### src/rtl/rom_arbiter_pkg.sv
// Shared types and default widths for the ROM arbiter.
// The optional DMA fairness bound is enabled with ROM_ARBITER_FAIR_EN.
package rom_arbiter_pkg;

    localparam int ROM_ADDR_W = 12;
    localparam int ROM_DATA_W = 8;

    typedef enum logic [1:0] {
        IDLE  = 2'd0,
        RUN   = 2'd1,
        DRAIN = 2'd2
    } state_t;

    typedef enum logic [1:0] {
        OWN_NONE = 2'd0,
        OWN_CPU  = 2'd1,
        OWN_DMA  = 2'd2
    } owner_t;

endpackage

### src/rtl/rom_arbiter_rdpipe.sv
// Two-stage owner tag that follows each ROM slot through the registered
// address and the ROM's registered output, steering the returning valid.
module rom_arbiter_rdpipe
    import rom_arbiter_pkg::*;
(
    input  logic   clk,
    input  logic   rst,
    input  owner_t owner_p0,
    output logic   cpu_rvalid,
    output logic   dma_rvalid,
    output logic   dma_inflight_p1
);

    owner_t tag_p1;
    owner_t tag_p2;

    // Shift the slot owner along with the read; reset flushes in-flight reads
    always_ff @(posedge clk) begin
        if (rst) begin
            tag_p1 <= OWN_NONE;
            tag_p2 <= OWN_NONE;
        end else begin
            tag_p1 <= owner_p0;
            tag_p2 <= tag_p1;
        end
    end

    assign cpu_rvalid      = (tag_p2 == OWN_CPU);
    assign dma_rvalid      = (tag_p2 == OWN_DMA);
    assign dma_inflight_p1 = (tag_p1 == OWN_DMA);

endmodule

### src/rtl/rom_arbiter.sv
// Arbitrates one synchronous-read ROM between CPU single reads (priority)
// and a DMA burst reader. Define ROM_ARBITER_FAIR_EN to bound DMA starvation
// to STARVE_MAX consecutive lost slots.
module rom_arbiter
    import rom_arbiter_pkg::*;
#(
    parameter int ADDR_W     = ROM_ADDR_W,
    parameter int DATA_W     = ROM_DATA_W,
    parameter int STARVE_MAX = 8
) (
    input  logic              clk,
    input  logic              rst,
    input  logic              cpu_req,
    input  logic [ADDR_W-1:0] cpu_addr,
    output logic              cpu_gnt,
    output logic              cpu_rvalid,
    output logic [DATA_W-1:0] cpu_rdata,
    input  logic              dma_start,
    input  logic [ADDR_W-1:0] dma_base,
    input  logic [ADDR_W:0]   dma_len,
    output logic              dma_busy,
    output logic              dma_rvalid,
    output logic [DATA_W-1:0] dma_rdata,
    output logic              dma_done,
    output logic [ADDR_W-1:0] rom_addr,
    input  logic [DATA_W-1:0] rom_dout
);

    state_t            state, state_nxt;
    logic [ADDR_W-1:0] ptr, ptr_nxt;
    logic [ADDR_W:0]   remaining, remaining_nxt;
    logic [ADDR_W-1:0] rom_addr_nxt;
    logic              zero_done_p1, zero_done_nxt;
    owner_t            owner_p0;
    logic              dma_elig;
    logic              force_dma;
    logic              drain_done;
    logic              dma_inflight_p1;

    assign dma_elig = (state == RUN) && (remaining != '0);

`ifdef ROM_ARBITER_FAIR_EN
    localparam int CNT_W = $clog2(STARVE_MAX + 1);
    logic [CNT_W-1:0] starve_cnt;

    // Count consecutive slots DMA was eligible for but lost to the CPU
    always_ff @(posedge clk) begin
        if (rst) begin
            starve_cnt <= '0;
        end else if (owner_p0 == OWN_DMA) begin
            starve_cnt <= '0;
        end else if (dma_elig) begin
            starve_cnt <= starve_cnt + 1'b1;
        end else begin
            starve_cnt <= '0;
        end
    end

    assign force_dma = dma_elig && (starve_cnt == CNT_W'(STARVE_MAX));
`else
    logic unused_starve_cfg;
    assign unused_starve_cfg = (STARVE_MAX == 0);
    assign force_dma = 1'b0;
`endif

    // Pick the slot owner and compute FSM, pointer and ROM address updates
    always_comb begin
        owner_p0      = OWN_NONE;
        state_nxt     = state;
        ptr_nxt       = ptr;
        remaining_nxt = remaining;
        rom_addr_nxt  = rom_addr;
        zero_done_nxt = 1'b0;

        if (cpu_req && !force_dma) begin
            owner_p0 = OWN_CPU;
        end else if (dma_elig) begin
            owner_p0 = OWN_DMA;
        end

        case (owner_p0)
            OWN_CPU: rom_addr_nxt = cpu_addr;
            OWN_DMA: rom_addr_nxt = ptr;
            default: rom_addr_nxt = rom_addr;
        endcase

        case (state)
            IDLE: begin
                if (dma_start) begin
                    if (dma_len != '0) begin
                        ptr_nxt       = dma_base;
                        remaining_nxt = dma_len;
                        state_nxt     = RUN;
                    end else begin
                        zero_done_nxt = 1'b1;
                    end
                end
            end
            RUN: begin
                if (owner_p0 == OWN_DMA) begin
                    ptr_nxt       = ptr + 1'b1;
                    remaining_nxt = remaining - 1'b1;
                    if (remaining == (ADDR_W + 1)'(1)) begin
                        state_nxt = DRAIN;
                    end
                end
            end
            DRAIN: begin
                if (drain_done) begin
                    state_nxt = IDLE;
                end
            end
            default: state_nxt = IDLE;
        endcase
    end

    // State, burst pointer, word count and ROM address registers
    always_ff @(posedge clk) begin
        if (rst) begin
            state        <= IDLE;
            ptr          <= '0;
            remaining    <= '0;
            rom_addr     <= '0;
            zero_done_p1 <= 1'b0;
        end else begin
            state        <= state_nxt;
            ptr          <= ptr_nxt;
            remaining    <= remaining_nxt;
            rom_addr     <= rom_addr_nxt;
            zero_done_p1 <= zero_done_nxt;
        end
    end

    rom_arbiter_rdpipe u_rdpipe (
        .clk             (clk),
        .rst             (rst),
        .owner_p0        (owner_p0),
        .cpu_rvalid      (cpu_rvalid),
        .dma_rvalid      (dma_rvalid),
        .dma_inflight_p1 (dma_inflight_p1)
    );

    // The last DMA word returns when no further DMA read is behind it
    assign drain_done = (state == DRAIN) && dma_rvalid && !dma_inflight_p1;

    assign cpu_gnt   = cpu_req && (owner_p0 == OWN_CPU);
    assign dma_busy  = (state != IDLE);
    assign dma_done  = drain_done || zero_done_p1;
    assign cpu_rdata = cpu_rvalid ? rom_dout : '0;
    assign dma_rdata = dma_rvalid ? rom_dout : '0;

endmodule

### config.mk
export PLATFORM = sky130hd
export DESIGN_NAME = rom_arbiter
export DESIGN_NICKNAME = d
export VERILOG_FILES = /design/src/rtl/rom_arbiter_pkg.sv /design/src/rtl/rom_arbiter_rdpipe.sv /design/src/rtl/rom_arbiter.sv
export SDC_FILE = /design/constraint.sdc
export NUM_CORES = 1
export LEC_CHECK = 0
export CAP_MARGIN = 20
export CORE_AREA = 3 3 126 97
export CTS_CLUSTER_SIZE = 12
export DETAILED_ROUTE_END_ITERATION = 7
export DIE_AREA = 0 0 129 100
export DONT_BUFFER_PORTS = 1
export PLACE_DENSITY = 0.49
export SETUP_SLACK_MARGIN = 0.15
export SLEW_MARGIN = 20
export SYNTH_ARGS = -nofsm -noshare
export SYNTH_HDL_FRONTEND = slang
export SYNTH_HIERARCHICAL = 1
export SYNTH_SLANG_ARGS = --single-unit
### constraint.sdc
create_clock -name clk -period 3.1 [get_ports clk]
set_input_delay 0.155 -clock clk [delete_from_list [all_inputs] [get_ports clk]]
set_output_delay 0.155 -clock clk [all_outputs]
set_load 0.1 [all_outputs]
# Yosys cells after proc, flatten, opt, wreduce, memory -nomap -nowiden
# Cells that the tools add are included.
# op_classes
bitwise_logic	2
n_addsub	2
mux	20
n_eq_ne	13
n_reduce_logical	15
# ops
cell	count
case mux 12 bit (2 select lines)	2
two-way mux 13 bit	3
two-way mux 12 bit	3
case mux 13 bit (2 select lines)	1
nonzero test 13 bit	2
two-way mux 8 bit	2
two-way mux 2 bit	7
== test 13 x 1 -> 1 bit (second input constant)	1
subtractor 13 x 1 -> 13 bit (second input constant)	1
adder 12 x 1 -> 12 bit (second input constant)	1
== test 2 bit (second input constant)	4
== test 2 x 1 -> 1 bit (second input constant)	3
!= test 2 bit (second input constant)	3
case mux 2 bit (3 select lines)	1
nonzero test 2 bit	3
AND reduction 5 bit	1
logical AND 1 bit	4
!= test 2 x 1 -> 1 bit (second input constant)	2
AND reduction 4 bit	1
OR reduction 3 bit	1
logical NOT 2 bit	1
inverter 1 bit	2
logical NOT 1 bit	1
logical OR 1 bit	1
two-way mux 1 bit	1
# word_totals
regBits	44

# Depth between registers and ports, before layout
# Gate-level depths: netlist (run 1).
# depth
depth_word	7
mapped_depth	9
depth_no_buf	7

# Cells and area by module
# The synthesis (run 1) kept the hierarchy.
# by_module_without_submodules
mod	n_inst	seq_area_each_um2	area_each_um2	cells_each
rom_arbiter	1	800.8	2623.8	331
rom_arbiter_rdpipe	1	80.1	128.9	11

# Worst setup path before layout (run 1)
# Ideal clock, no wire load.
# synth_timing
kind	reg2out
from	reg u_rdpipe.tag_p2[0]
to	out dma_done
t_required_ns	2.945
stages_incl_launch_ff	4
arrival_time_ns	4.094
slack_ns	-1.149
path_cell_list	dfxtp_1 -> and2b_2 -> inv_1 -> o41ai_1
# synth_via
elab_chain_cells	4
# synth_lines
item	line	text
start, declared	rom_arbiter_rdpipe.sv:15	owner_t tag_p2;
start signal, assigned	rom_arbiter_rdpipe.sv:24	tag_p2 <= tag_p1;
== test 2 bit	rom_arbiter_rdpipe.sv:29	assign dma_rvalid = (tag_p2 == OWN_DMA);
net dma_rvalid	rom_arbiter.sv:22	output logic dma_rvalid,
logical AND 1 bit (2 in a row)	rom_arbiter.sv:144	assign drain_done = (state == DRAIN) && dma_rvalid && !dma_inflight_p1;
logical OR 1 bit	rom_arbiter.sv:148	assign dma_done = drain_done || zero_done_p1;
end, declared	rom_arbiter.sv:24	output logic dma_done,
# The timed path passes the listed nets, and every way through them passes these cells.

# Worst setup path in the final report (run 1)
# layout_timing
from	reg remaining[1]
to	reg remaining[1]
# layout_via
elab_chain_cells	7
word_cells_on_any_way	10
classes_between	add/sub: 1; eq/ne: 2; mux: 4; reduce/logical: 3
# layout_lines
item	line	text
start, declared	rom_arbiter.sv:31	logic [ADDR_W:0] remaining, remaining_nxt;
start signal, assigned	rom_arbiter.sv:128	remaining <= remaining_nxt;
nonzero test 13 bit	rom_arbiter.sv:40	assign dma_elig = (state == RUN) && (remaining != '0);
logical AND 1 bit	rom_arbiter.sv:40	
two-way mux 2 bit	rom_arbiter.sv:77	end else if (dma_elig) begin
two-way mux 2 bit	rom_arbiter.sv:75	if (cpu_req && !force_dma) begin
== test 2 bit	rom_arbiter.sv:100	if (owner_p0 == OWN_DMA) begin
!= test 2 x 1 -> 1 bit (no line)	n/a	
AND reduction 4 bit (no line)	n/a	
# Parallel ways exist; a longest one is shown, timed or not. The select of a mux whose other input is x is not followed.
# A chain may end at the register's enable or synchronous reset.

==> results of run 1 <==
[state kept, by name, indices dropped and copies added, names as in the netlist]
register         count
remaining           13
state                2
ptr                 12
rom_addr            12
zero_done_p1         1
u_rdpipe/tag_p1      2
u_rdpipe/tag_p2      2
[worst max-delay path by stage]
stage,from,endpoint,slack [ns],cells past startpoint
3_3_place_gp,remaining[0],remaining[1],0.58,7
2_1_floorplan,u_rdpipe/tag_p2[0],dma_done,0.17,3
5_1_grt,remaining[0],remaining[2],0.18,7
4_1_cts,remaining[1],remaining[1],0.39,7
3_5_place_dp,remaining[1],remaining[1],0.41,7
6_report,remaining[1],remaining[1],0.43,7
[worst reg2reg max path, cell delays in order (launching register included)]
cell and delay, ns:
sky130_fd_sc_hd__dfxtp_1 0.32, sky130_fd_sc_hd__inv_1 0.11, sky130_fd_sc_hd__ha_1 0.23, sky130_fd_sc_hd__or4b_1 0.64
sky130_fd_sc_hd__nor4_2 0.40, sky130_fd_sc_hd__a2111o_2 0.53, sky130_fd_sc_hd__a211oi_1 0.11, sky130_fd_sc_hd__a211oi_1 0.24
[report_power, final]
group | total (W) | switching [W] | internal, W
combinational | 0.00138 | 0.000891 | 0.000490
clock | 0.000595 | 0.000216 | 0.000379
sequential | 0.000885 | 0.000180 | 0.000705
total | 0.00286 | 0.00129 | 0.00157
[per-stage QoR]
step	worst slack [ns]	std cells	total power, W	hold slack [ns]	utilization
detailed placement	0.4096	492	0.002267	0.2303	0.2783
global route	0.1847	502	0.003076	0.01369	0.2960
CTS	0.3906	502	0.002890	0.005434	0.2960
floorplan	0.1742	342	0.002068	0.2266	-
global placement	0.5842	492	0.002243	0.2283	0.2783
finish	0.4274	502	0.002862	0.01387	0.2960
[layout make-up]
cell class / count / area [µm²] / share of cell area
clock inverters: 2 / 35.03 / 0.01078
flip-flops and latches: 44 / 880.8 / 0.2710
multi-input cells: 268 / 1703 / 0.5239
inverters: 6 / 22.52 / 0.006928
well taps: 140 / 175.2 / 0.05389
clock buffers: 6 / 128.9 / 0.03965
repair buffers: 36 / 305.3 / 0.09392
[kinds of logic (layout without fill, tap and decap cells)]
logic type / count (synthesis) / in the layout / synth area share
flip-flops: 44 / 44 / 0.3200
AO/OA/AOI/OAI: 92 / 92 / 0.2127
multiplexers: 16 / 16 / 0.07727
AND/OR/NAND/NOR: 156 / 156 / 0.2996
XOR/XNOR: 1 / 1 / 0.003182
adder cells (fa/ha/maj): 3 / 3 / 0.01364
buffers and inverters: 30 / 50 / 0.07363
[Yosys cell counts, drive strengths merged, types with 2 or more instances]
cell type / number
nand2: 53
a21oi: 45
dfxtp: 44
nor2: 25
o21ai: 24
and2: 19
clkbuf: 16
mux2: 15
nand3: 9
nor4: 9
buf: 8
nor3: 8
nand2b: 7
inv: 6
nor2b: 6
a211oi: 4
a31oi: 4
o31ai: 4
and2b: 3
ha: 3
or2: 3
or3: 3
a22o: 2
and4: 2
o41ai: 2
or4: 2
[per-layer routing]
metal  part of all wire  global-route usage  wire (µm)  vias up
li1                   -                   -          -     1241
met1               0.47              0.1753       3747     1184
met2               0.44              0.1859       3542       79
met3              0.082             0.03830        659        4
met4             0.0074             0.02744         59        0
met5                  0                   0          0        -
==> run metrics, run 1 <==
status=finished clean; CP Cell Sequence=inv_1 > ha_1 > or4b_1 > nor4_2 > a2111o_2 > a211oi_1 > a211oi_1; number of antenna violations at the first check in global routing=0; drc violations=0; dominant cells by area after synthesis=sky130_fd_sc_hd__dfxtp_1 32%, sky130_fd_sc_hd__a21oi_1 6.5%, sky130_fd_sc_hd__nand2_1 6.0%, sky130_fd_sc_hd__mux2_4 4.9%, sky130_fd_sc_hd__and2_1 4.3%; final weighted congestion in routability-driven placement=0.7981; number of clock sinks seen by CTS=44; Core ar.=10980 µm²; endpoint arrival time on the critical path=2.86 ns; average instance area after synthesis=8.049 µm²; Cell Rows=33; final count of pins violating max slew=0; Crit path largest cell delay=around 0.64 ns; maximum number of pins on one net before global-route repair=43; Post-synth top flop=sky130_fd_sc_hd__dfxtp_1; via count of the routed design=2508; largest area contributor in the synthesized netlist=sky130_fd_sc_hd__dfxtp_1; Die Outline Area=12900 µm²; Mapped Area=2753 µm²; hold path cells=2; number of CTS-inserted buffers=5; number of endpoints failing setup at the final stage=0; share of flip-flops with an asynchronous set or reset after synthesis=0; post-route standard cell area excluding fillers=3251 µm²; count of unique library cells instantiated by Yosys=53; IO Count=82; commonest cells after routing, fill and taps aside=44 x sky130_fd_sc_hd__nand2_1, 44 x sky130_fd_sc_hd__dfxtp_1, 36 x sky130_fd_sc_hd__a21oi_1; Critical R2R Launch=remaining[1]; detail-routed net length per standard cell=15.95 µm; estimated wirelength of the detail-placed design=5.759 mm; input/output buffers=0; flops & latches, synth=44; final number of hold-violating endpoints=0; RSZ-0062 raised after global routing=false; vias in the first global route=2412; post-synthesis cell count=342; maximum root-to-sink buffer count=2; Initial Util=0.2506; slew margin rel.=0.5984; antenna diode count=0; final WL=between 8 and 9 mm; top-area cell type share of the netlist area=0.3200; share of the yosys chip area belonging to registers=0.3200; vias per cell=4.996; fmax=between 0.3 and 0.4 GHz; root cell of the clock tree=sky130_fd_sc_hd__clkbuf_16; startpoint kind of the worst setup timing path=flop; number of max-capacitance violations reported=0; die span in y=100 µm; class of the most critical hold timing path=in -> reg; CTS tree=built; hold buffer count at cts=2; gr ovfl total=0; floorplan die width=129 µm; Leak Pwr=1.248 nW; number of buffers and inverters on the critical path=1; worst IR drop on VDD=0.2387 mV; sum of negative setup slack=0 ns; number of flops mapped to enable cells by yosys=0; htree depth=2; number of synthesis warnings=6; drt first-iter violations=128; CP Data Required Time=3.29 ns; Layout Area Growth over Synthesis=18.09%; Tot GR Track Use=0.1241; Worst Tran Pin Value=between 0.6 and 0.7 ns; min-delay src=cpu_addr[7]; number of iterations in the first detailed-routing pass=4; clock transition at the register clock pins on the worst setup and hold paths after CTS=0.06 ns; most frequent CP cell=sky130_fd_sc_hd__a211oi_1; instance area after placement=just over 3000 µm²; total power divided by cell area=880.4 nW/µm²; share of the clock period used by the worst path after layout=0.8621; post-CTS setup buffers=0; start-to-end type of the worst setup path=reg -> reg; # fillers=1193; critical register-to-register path endpoint=remaining[1]; global-route wire length before repair=12.75 mm; Max Fanout on Critical Path=27; Final min period=2.673 ns; nature of the critical path endpoint=flop; source-to-sink clock delay at the later pin of the worst-skew pair=0.28 ns; syn_nets=between 300 and 400; slowest stage cell, crit path=sky130_fd_sc_hd__or4b_1; number of gates given a new drive strength after cts=0; count of antenna-violating nets left after detailed routing=0; largest clock skew in the final design=about 0.0077 ns; proportion of layout cells with a drive suffix above 1=0.2459; reg2reg path depth=7; worst setup slack for register-to-register paths=0.43 ns; nets=roughly 410; cell type group with the largest total delay on the critical path=simple AND/OR/NAND/NOR gates; hold worst-path end=rom_addr[7]
Power figures use the tool's default switching activity.
==> run 2: changes to the inputs <==
Settings changed: ABC_AREA set to 1, CORE_AREA 3 3 126 97 to 3 3 128 99, CTS_CLUSTER_SIZE 12 to unset, DIE_AREA 0 0 129 100 to 0 0 131 102.
Clock period 3.1 ns to 3.3 ns, I/O delays scaled along.
==> run metrics, run 2 <==
status=finished clean; min-delay src=dma_start; combinational family with the most area after synthesis=simple AND/OR/NAND/NOR gates; Mapped Area=2873 µm² (+4.4%); via count of the routed design=2763 (+10%); top register by number of flip-flops=remaining; proportion of layout cells with a drive suffix above 1=0.07157 (-0.1743); share of the clock period used by the worst path after layout=0.6590 (-0.2032); estimated wirelength of the detail-placed design=5.905 mm (+2.5%); final count of pins violating max slew=0 (unchanged); nature of the critical path endpoint=flop; syn_nets=543 (+38%); Post-synth top flop=sky130_fd_sc_hd__dfxtp_1; number of flip-flops in the largest register=13 (unchanged); antenna diode count=0 (unchanged); met2 WL post-DR=3.389 mm (-4.3%); root cell of the clock tree=sky130_fd_sc_hd__clkbuf_16; dominant cells by area after synthesis=sky130_fd_sc_hd__dfxtp_1 31%, sky130_fd_sc_hd__nand2_1 22%, sky130_fd_sc_hd__nor2_1 11%, sky130_fd_sc_hd__inv_1 10%, sky130_fd_sc_hd__nand3_1 4.2%; CP Data Required Time=3.47 ns (+0.18 ns); top-area cell type share of the netlist area=0.3066 (-0.01338); vias per cell=4.244 (-15%); maximum number of pins on one net before global-route repair=46 (+7.0%); number of clock sinks seen by CTS=44 (unchanged); fmax=0.4599 GHz (+23%); Cell Rows=34 (+3.0%); Die Outline Area=13360 µm² (+3.6%); number of CTS-inserted buffers=5 (unchanged); post-synthesis cell count=491 (+44%); final number of hold-violating endpoints=0 (unchanged); met1 wire length=3.803 mm (+1.5%); Simple-Gate Fraction of Synth Area=0.4212 (+0.1216); number of flops mapped to enable cells by yosys=0 (unchanged); total power=0.002978 W (+4.0%); Tot GR Track Use=0.1167 (-0.007432); endpoint arrival time on the critical path=2.35 ns (-0.51 ns); sum of negative setup slack=0 ns (unchanged); number of endpoints failing setup at the final stage=0 (unchanged); Crit path largest cell delay=0.40 ns (-0.24 ns); total power divided by cell area=928.5 nW/µm² (+5.5%); Leak Pwr=1.697 nW (+36%); IO Count=82 (unchanged); final WL=7.951 mm (-0.71%); detail-routed net length per standard cell=12.21 µm (-23%); count of unique library cells instantiated by Yosys=30 (-43%); largest clock skew in the final design=0.006066 ns (-0.001672 ns); global-route wire length before repair=12.34 mm (-3.2%); mux contribution to synthesized area=0 (-0.07727); floorplan die width=131 µm (+1.6%); met3 wire length=738 µm (+12%); leading cell type by number of instances after synthesis=sky130_fd_sc_hd__nand2_1; drc violations=0 (unchanged); hold slack=0.01433 ns (+0.0004575 ns); highest layer used for signal routing=met4; Final min period=2.175 ns (-0.4980 ns); leading registers by flop count=remaining: 13 flops, ptr: 12 flops, rom_addr: 12 flops; CP Cell Sequence=inv_1 > ha_1 > nand2_2 > nor2_4 > nand2_4 > nand3_4 > nand2_2 > nand3_4 > nor2_1 > nor2_1; final weighted congestion in routability-driven placement=0.7895 (-1.1%); number of synthesis warnings=6 (unchanged); Critical R2R Launch=remaining[0]; slowest stage cell, crit path=sky130_fd_sc_hd__nand3_4; flops & latches, synth=44 (unchanged); class of the most critical hold timing path=in -> reg; Initial Util=0.2492 (-0.001441); start-to-end type of the worst setup path=reg -> reg; RSZ-0062 raised after global routing=false; input/output buffers=0 (unchanged); Layout Area Growth over Synthesis=11.63%; compound-gate portion of the synthesized area=0.1041 (-0.1086); clock transition at the register clock pins on the worst setup and hold paths after CTS=0.06 ns (about the same); die span in y=102 µm (+2.0%); number of antenna violations at the first check in global routing=0 (unchanged); count of placed standard cells in the final layout, fillers left out=651 (+30%); setup slack at placement=1.128 ns (+0.7186 ns); average instance area after synthesis=5.851 µm² (-27%); Setup crit start=remaining[0]; leading cell types by count after synthesis=165 x sky130_fd_sc_hd__nand2_1, 82 x sky130_fd_sc_hd__nor2_1, 77 x sky130_fd_sc_hd__inv_1, 44 x sky130_fd_sc_hd__dfxtp_1, 24 x sky130_fd_sc_hd__nand3_1; worst path setup slack after routing=1.125 ns (+0.6980 ns); Worst Tran Pin Value=0.9931 ns (+0.3907 ns); source-to-sink clock delay at the later pin of the worst-skew pair=0.28 ns (about the same); share of the yosys chip area belonging to registers=0.3066 (-0.01338); count of antenna-violating nets left after detailed routing=0 (unchanged); Core ar.=11530 µm² (+5.0%); startpoint kind of the worst setup timing path=flop; gr ovfl total=0 (unchanged); post-CTS setup buffers=0 (unchanged); nets=541 (+31%); maximum root-to-sink buffer count=2 (unchanged); drt first-iter violations=120 (-6.3%); htree depth=2 (unchanged); vias in the first global route=2500 (+3.6%); worst IR drop on VDD=0.2412 mV (+1.1%); number of iterations in the first detailed-routing pass=4 (unchanged); CTS tree=built; synthesized-area fraction occupied by adder cells=0.01307 (-0.0005702); Max Fanout on Critical Path=45 (+67%); XOR/XNOR Fraction of Synth Area=0.01220 (+0.009013); slew margin rel.=0.3370 (-0.2614); largest area contributor in the synthesized netlist=sky130_fd_sc_hd__dfxtp_1; number of max-capacitance violations reported=0 (unchanged); share of flip-flops with an asynchronous set or reset after synthesis=0 (unchanged); Placed Cells=642 (+30%); leading cell type in the layout, fill and taps excluded=sky130_fd_sc_hd__nand2_1; commonest cells after routing, fill and taps aside=165 x sky130_fd_sc_hd__nand2_1, 80 x sky130_fd_sc_hd__nor2_1, 77 x sky130_fd_sc_hd__inv_1
## run 2: power breakdown
group          internal (W)  switching [W]  total [W]
sequential         0.000708       0.000262   0.000970
combinational      0.000442        0.00105    0.00149
clock              0.000318       0.000200   0.000517
## run 2: final timing paths
path | endpoint | slack [ns] | cells past startpoint
hold reg to reg | u_rdpipe/tag_p2[0] | 0.41 | 2
setup reg to reg | remaining[7] | 1.13 | 10
setup / recovery | remaining[7] | 1.13 | 10
hold / removal | zero_done_p1 | 0.01 | 2
## run 2: logic make-up (layout without fill, tap and decap cells)
logic type / Yosys count / count (layout)
AO/OA/AOI/OAI: 49 / 49
XOR/XNOR: 4 / 4
adder cells (fa/ha/maj): 3 / 3
buffers and inverters: 99 / 97
flip-flops: 44 / 44
AND/OR/NAND/NOR: 292 / 292
## run 2: worst max-delay path: cells and delay by family (launching register included)
family,cells,cell delay [ns]
and+or+nand+nor,8,1.33
buffers and inverters,1,0.09
adders and majority gates,1,0.26
DFF,1,0.36
## run 2: cell type report
cell class	instances	area (µm²)
flip-flops and latches	44	880.8
clock buffers	7	152.6
inverters	80	300.3
multi-input cells	348	1590
repair buffers	10	80.08
well taps	162	202.7
fillers	1323	8322
## run 2: metrics by stage
| step | instance area (µm²) | util |
|---|---|---|
| final | 3207 | 0.2782 |
| after global routing | 3207 | 0.2782 |
| after CTS | 3207 | 0.2782 |
| after detailed placement | 3034 | 0.2632 |
| after global placement | 3034 | 0.2632 |
| after floorplan | 2877 | - |
## run 2: per-layer routing
layer,up-vias,track usage
met1,1199,0.1493
met2,77,0.1880
met5,-,0
met3,2,0.04859
met4,0,0.01818
li1,1485,-
## run 2: repair_timing
action / in CTS / in global routing
hold buffers: 2 / 0
hold endpoints to repair: 5 / 0
resized for setup: 0 / 0
==> run 3: changes to the inputs <==
Settings changed: PLACE_DENSITY 0.49 to 0.5.
Clock period 3.3 ns to 2 ns, I/O delays scaled along.
==> run metrics, run 3 (synthesis results as in run 2) <==
status=finished clean; storage element area=882.1 µm² (+0.14%); CTS tree=built; share of the clock period used by the worst path after layout=0.8582 (+0.1992); Final min period=1.716 ns (-0.4582 ns); largest clock skew in the final design=0.008427 ns (+0.002361 ns); input/output buffers=0 (unchanged); Tot GR Track Use=0.1283 (+0.01161); final number of hold-violating endpoints=0 (unchanged); endpoint arrival time on the critical path=1.90 ns (-0.45 ns); via count of the routed design=2919 (+5.6%); IO Count=82 (unchanged); number of flip-flops in the largest register=13 (unchanged); commonest cells after routing, fill and taps aside=164 x sky130_fd_sc_hd__nand2_1, 80 x sky130_fd_sc_hd__nor2_1, 60 x sky130_fd_sc_hd__inv_1; final count of pins violating max slew=0 (unchanged); number of iterations in the first detailed-routing pass=4 (unchanged); Core ar.=11530 µm² (unchanged); utilization after layout=0.3043 (+0.02616); startpoint kind of the worst setup timing path=flop; nets=562 (+3.9%); fmax=0.5826 GHz (+27%); drt first-iter violations=131 (+9.2%); met1 wire length=4.068 mm (+7.0%); die span in y=102 µm (unchanged); gr ovfl total=0 (unchanged); number of max-capacitance violations reported=0 (unchanged); leading registers by flop count=remaining: 13 flops, ptr: 12 flops, rom_addr: 12 flops; number of CTS-inserted buffers=5 (unchanged); start-to-end type of the worst setup path=reg -> reg; vias in the first global route=2753 (+10%); clock transition at the register clock pins on the worst setup and hold paths after CTS=0.06 ns (about the same); Die Outline Area=13360 µm² (unchanged); met3 wire length=926 µm (+25%); total power=0.005280 W (+77%); class of the most critical hold timing path=in -> reg; Max Fanout on Critical Path=16 (-64%); proportion of layout cells with a drive suffix above 1=0.1468 (+0.07520); number of endpoints failing setup at the final stage=0 (unchanged); sum of negative setup slack=0 ns (unchanged); final WL=8.574 mm (+7.8%); Cell Rows=34 (unchanged); top register by number of flip-flops=remaining; estimated wirelength of the detail-placed design=6.205 mm (+5.1%); drc violations=0 (unchanged); total power divided by cell area=1505 nW/µm² (+62%); highest layer used for signal routing=met4; worst setup slack for register-to-register paths=0.28 ns (-0.84 ns); nature of the critical path endpoint=flop; htree depth=2 (unchanged); floorplan die width=131 µm (unchanged); Layout Area Growth over Synthesis=22.13%; final weighted congestion in routability-driven placement=0.8354 (+5.8%); CP Data Required Time=2.19 ns (-1.28 ns); maximum number of pins on one net before global-route repair=40 (-13%); number of antenna violations at the first check in global routing=0 (unchanged); RSZ-0062 raised after global routing=false; source-to-sink clock delay at the later pin of the worst-skew pair=0.29 ns (about the same); area of combinational cells with multiple inputs=1642 µm² (+3.2%); maximum root-to-sink buffer count=2 (unchanged); worst IR drop on VDD=0.4145 mV (+72%); Worst Tran Pin Value=0.4860 ns (-0.5072 ns); Leak Pwr=1.672 nW (-1.5%); leading cell type in the layout, fill and taps excluded=sky130_fd_sc_hd__nand2_1; number of clock sinks seen by CTS=44 (unchanged); root cell of the clock tree=sky130_fd_sc_hd__clkbuf_16; vias per cell=4.337 (+2.2%); # fillers=1306 (-1.3%); Initial Util=0.2492 (unchanged); detail-routed net length per standard cell=12.74 µm (+4.3%); global-route wire length before repair=13.48 mm (+9.2%); met2 WL post-DR=3.507 mm (+3.5%); count of antenna-violating nets left after detailed routing=0 (unchanged); slew margin rel.=0.6753 (+0.3383); hold slack=0.04582 ns (+0.03149 ns); antenna diode count=0 (unchanged)
-- run 3: cell count changes in the layout (fill, tap and decap cells not counted), moves of 2 or more --
| cell | before | now |
|---|---|---|
| sky130_fd_sc_hd__buf_12 | 0 | 2 |
| sky130_fd_sc_hd__clkinvlp_4 | 0 | 16 |
| sky130_fd_sc_hd__nor2_2 | 6 | 4 |
| sky130_fd_sc_hd__buf_4 | 8 | 24 |
| sky130_fd_sc_hd__clkbuf_1 | 0 | 2 |
| sky130_fd_sc_hd__nor2_4 | 2 | 4 |
| sky130_fd_sc_hd__inv_1 | 77 | 60 |
-- run 3: metal layers --
metal | vias to the layer above | track usage
met5 | - | 0
met4 | 0 | 0.03083
met3 | 7 | 0.05068
met2 | 88 | 0.1954
met1 | 1288 | 0.1709
li1 | 1536 | -
-- run 3: what timing repair did --
action                                  4_1_cts  5_1_grt
buffers inserted                              0        4
resized for setup                             0        2
hold buffers                                  3        0
hold endpoints to repair                      6        0
endpoints found under the setup margin        0       19
-- run 3: final timing paths --
check                                          end          startpoint  depth (start not counted)
worst max-delay path                       ptr[10]        remaining[0]                         12
worst min-delay path                   rom_addr[9]         cpu_addr[9]                          4
worst max register to register             ptr[10]        remaining[0]                         12
worst min register to register  u_rdpipe/tag_p2[1]  u_rdpipe/tag_p1[1]                          2
-- run 3: area by class of cell --
type / count / share of cell area
clock buffer: 8 / 0.04173
inverter: 80 / 0.1027
multi-input combinational: 349 / 0.4679
sequential: 44 / 0.2514
tap: 162 / 0.05777
timing repair buffer: 30 / 0.07846
-- run 3: per-stage QoR --
stage | worst slack [ns] | cell area, µm² | instances
after global placement | 0.2501 | 3254 | 656
after CTS | 0.1861 | 3431 | 667
after detailed placement | 0.2021 | 3254 | 656
after floorplan | 0.1098 | 2982 | 491
after global routing | 0.1585 | 3508 | 673
final | 0.2837 | 3508 | 673
-- run 3: critical path: stages, from the launching register on --
cell and delay, ns:
sky130_fd_sc_hd__dfxtp_1 0.32, sky130_fd_sc_hd__inv_1 0.15, sky130_fd_sc_hd__ha_4 0.18, sky130_fd_sc_hd__nand2_2 0.09, sky130_fd_sc_hd__nor2_4 0.14, sky130_fd_sc_hd__nand2_4 0.08, sky130_fd_sc_hd__nand3_4 0.07, sky130_fd_sc_hd__nand2_2 0.09
sky130_fd_sc_hd__nand3_4 0.14, sky130_fd_sc_hd__clkbuf_16 0.20, sky130_fd_sc_hd__nand2_1 0.06, sky130_fd_sc_hd__nand2_1 0.06, sky130_fd_sc_hd__nor2_1 0.04
-- run 3: power breakdown --
| group | switching, W | internal (W) | total [W] |
|---|---|---|---|
| Sequential | 0.000267 | 0.00117 | 0.00144 |
| Combinational | 0.00203 | 0.000976 | 0.00300 |
| Clock | 0.000341 | 0.000499 | 0.000840 |
| Total | 0.00264 | 0.00264 | 0.00528 |
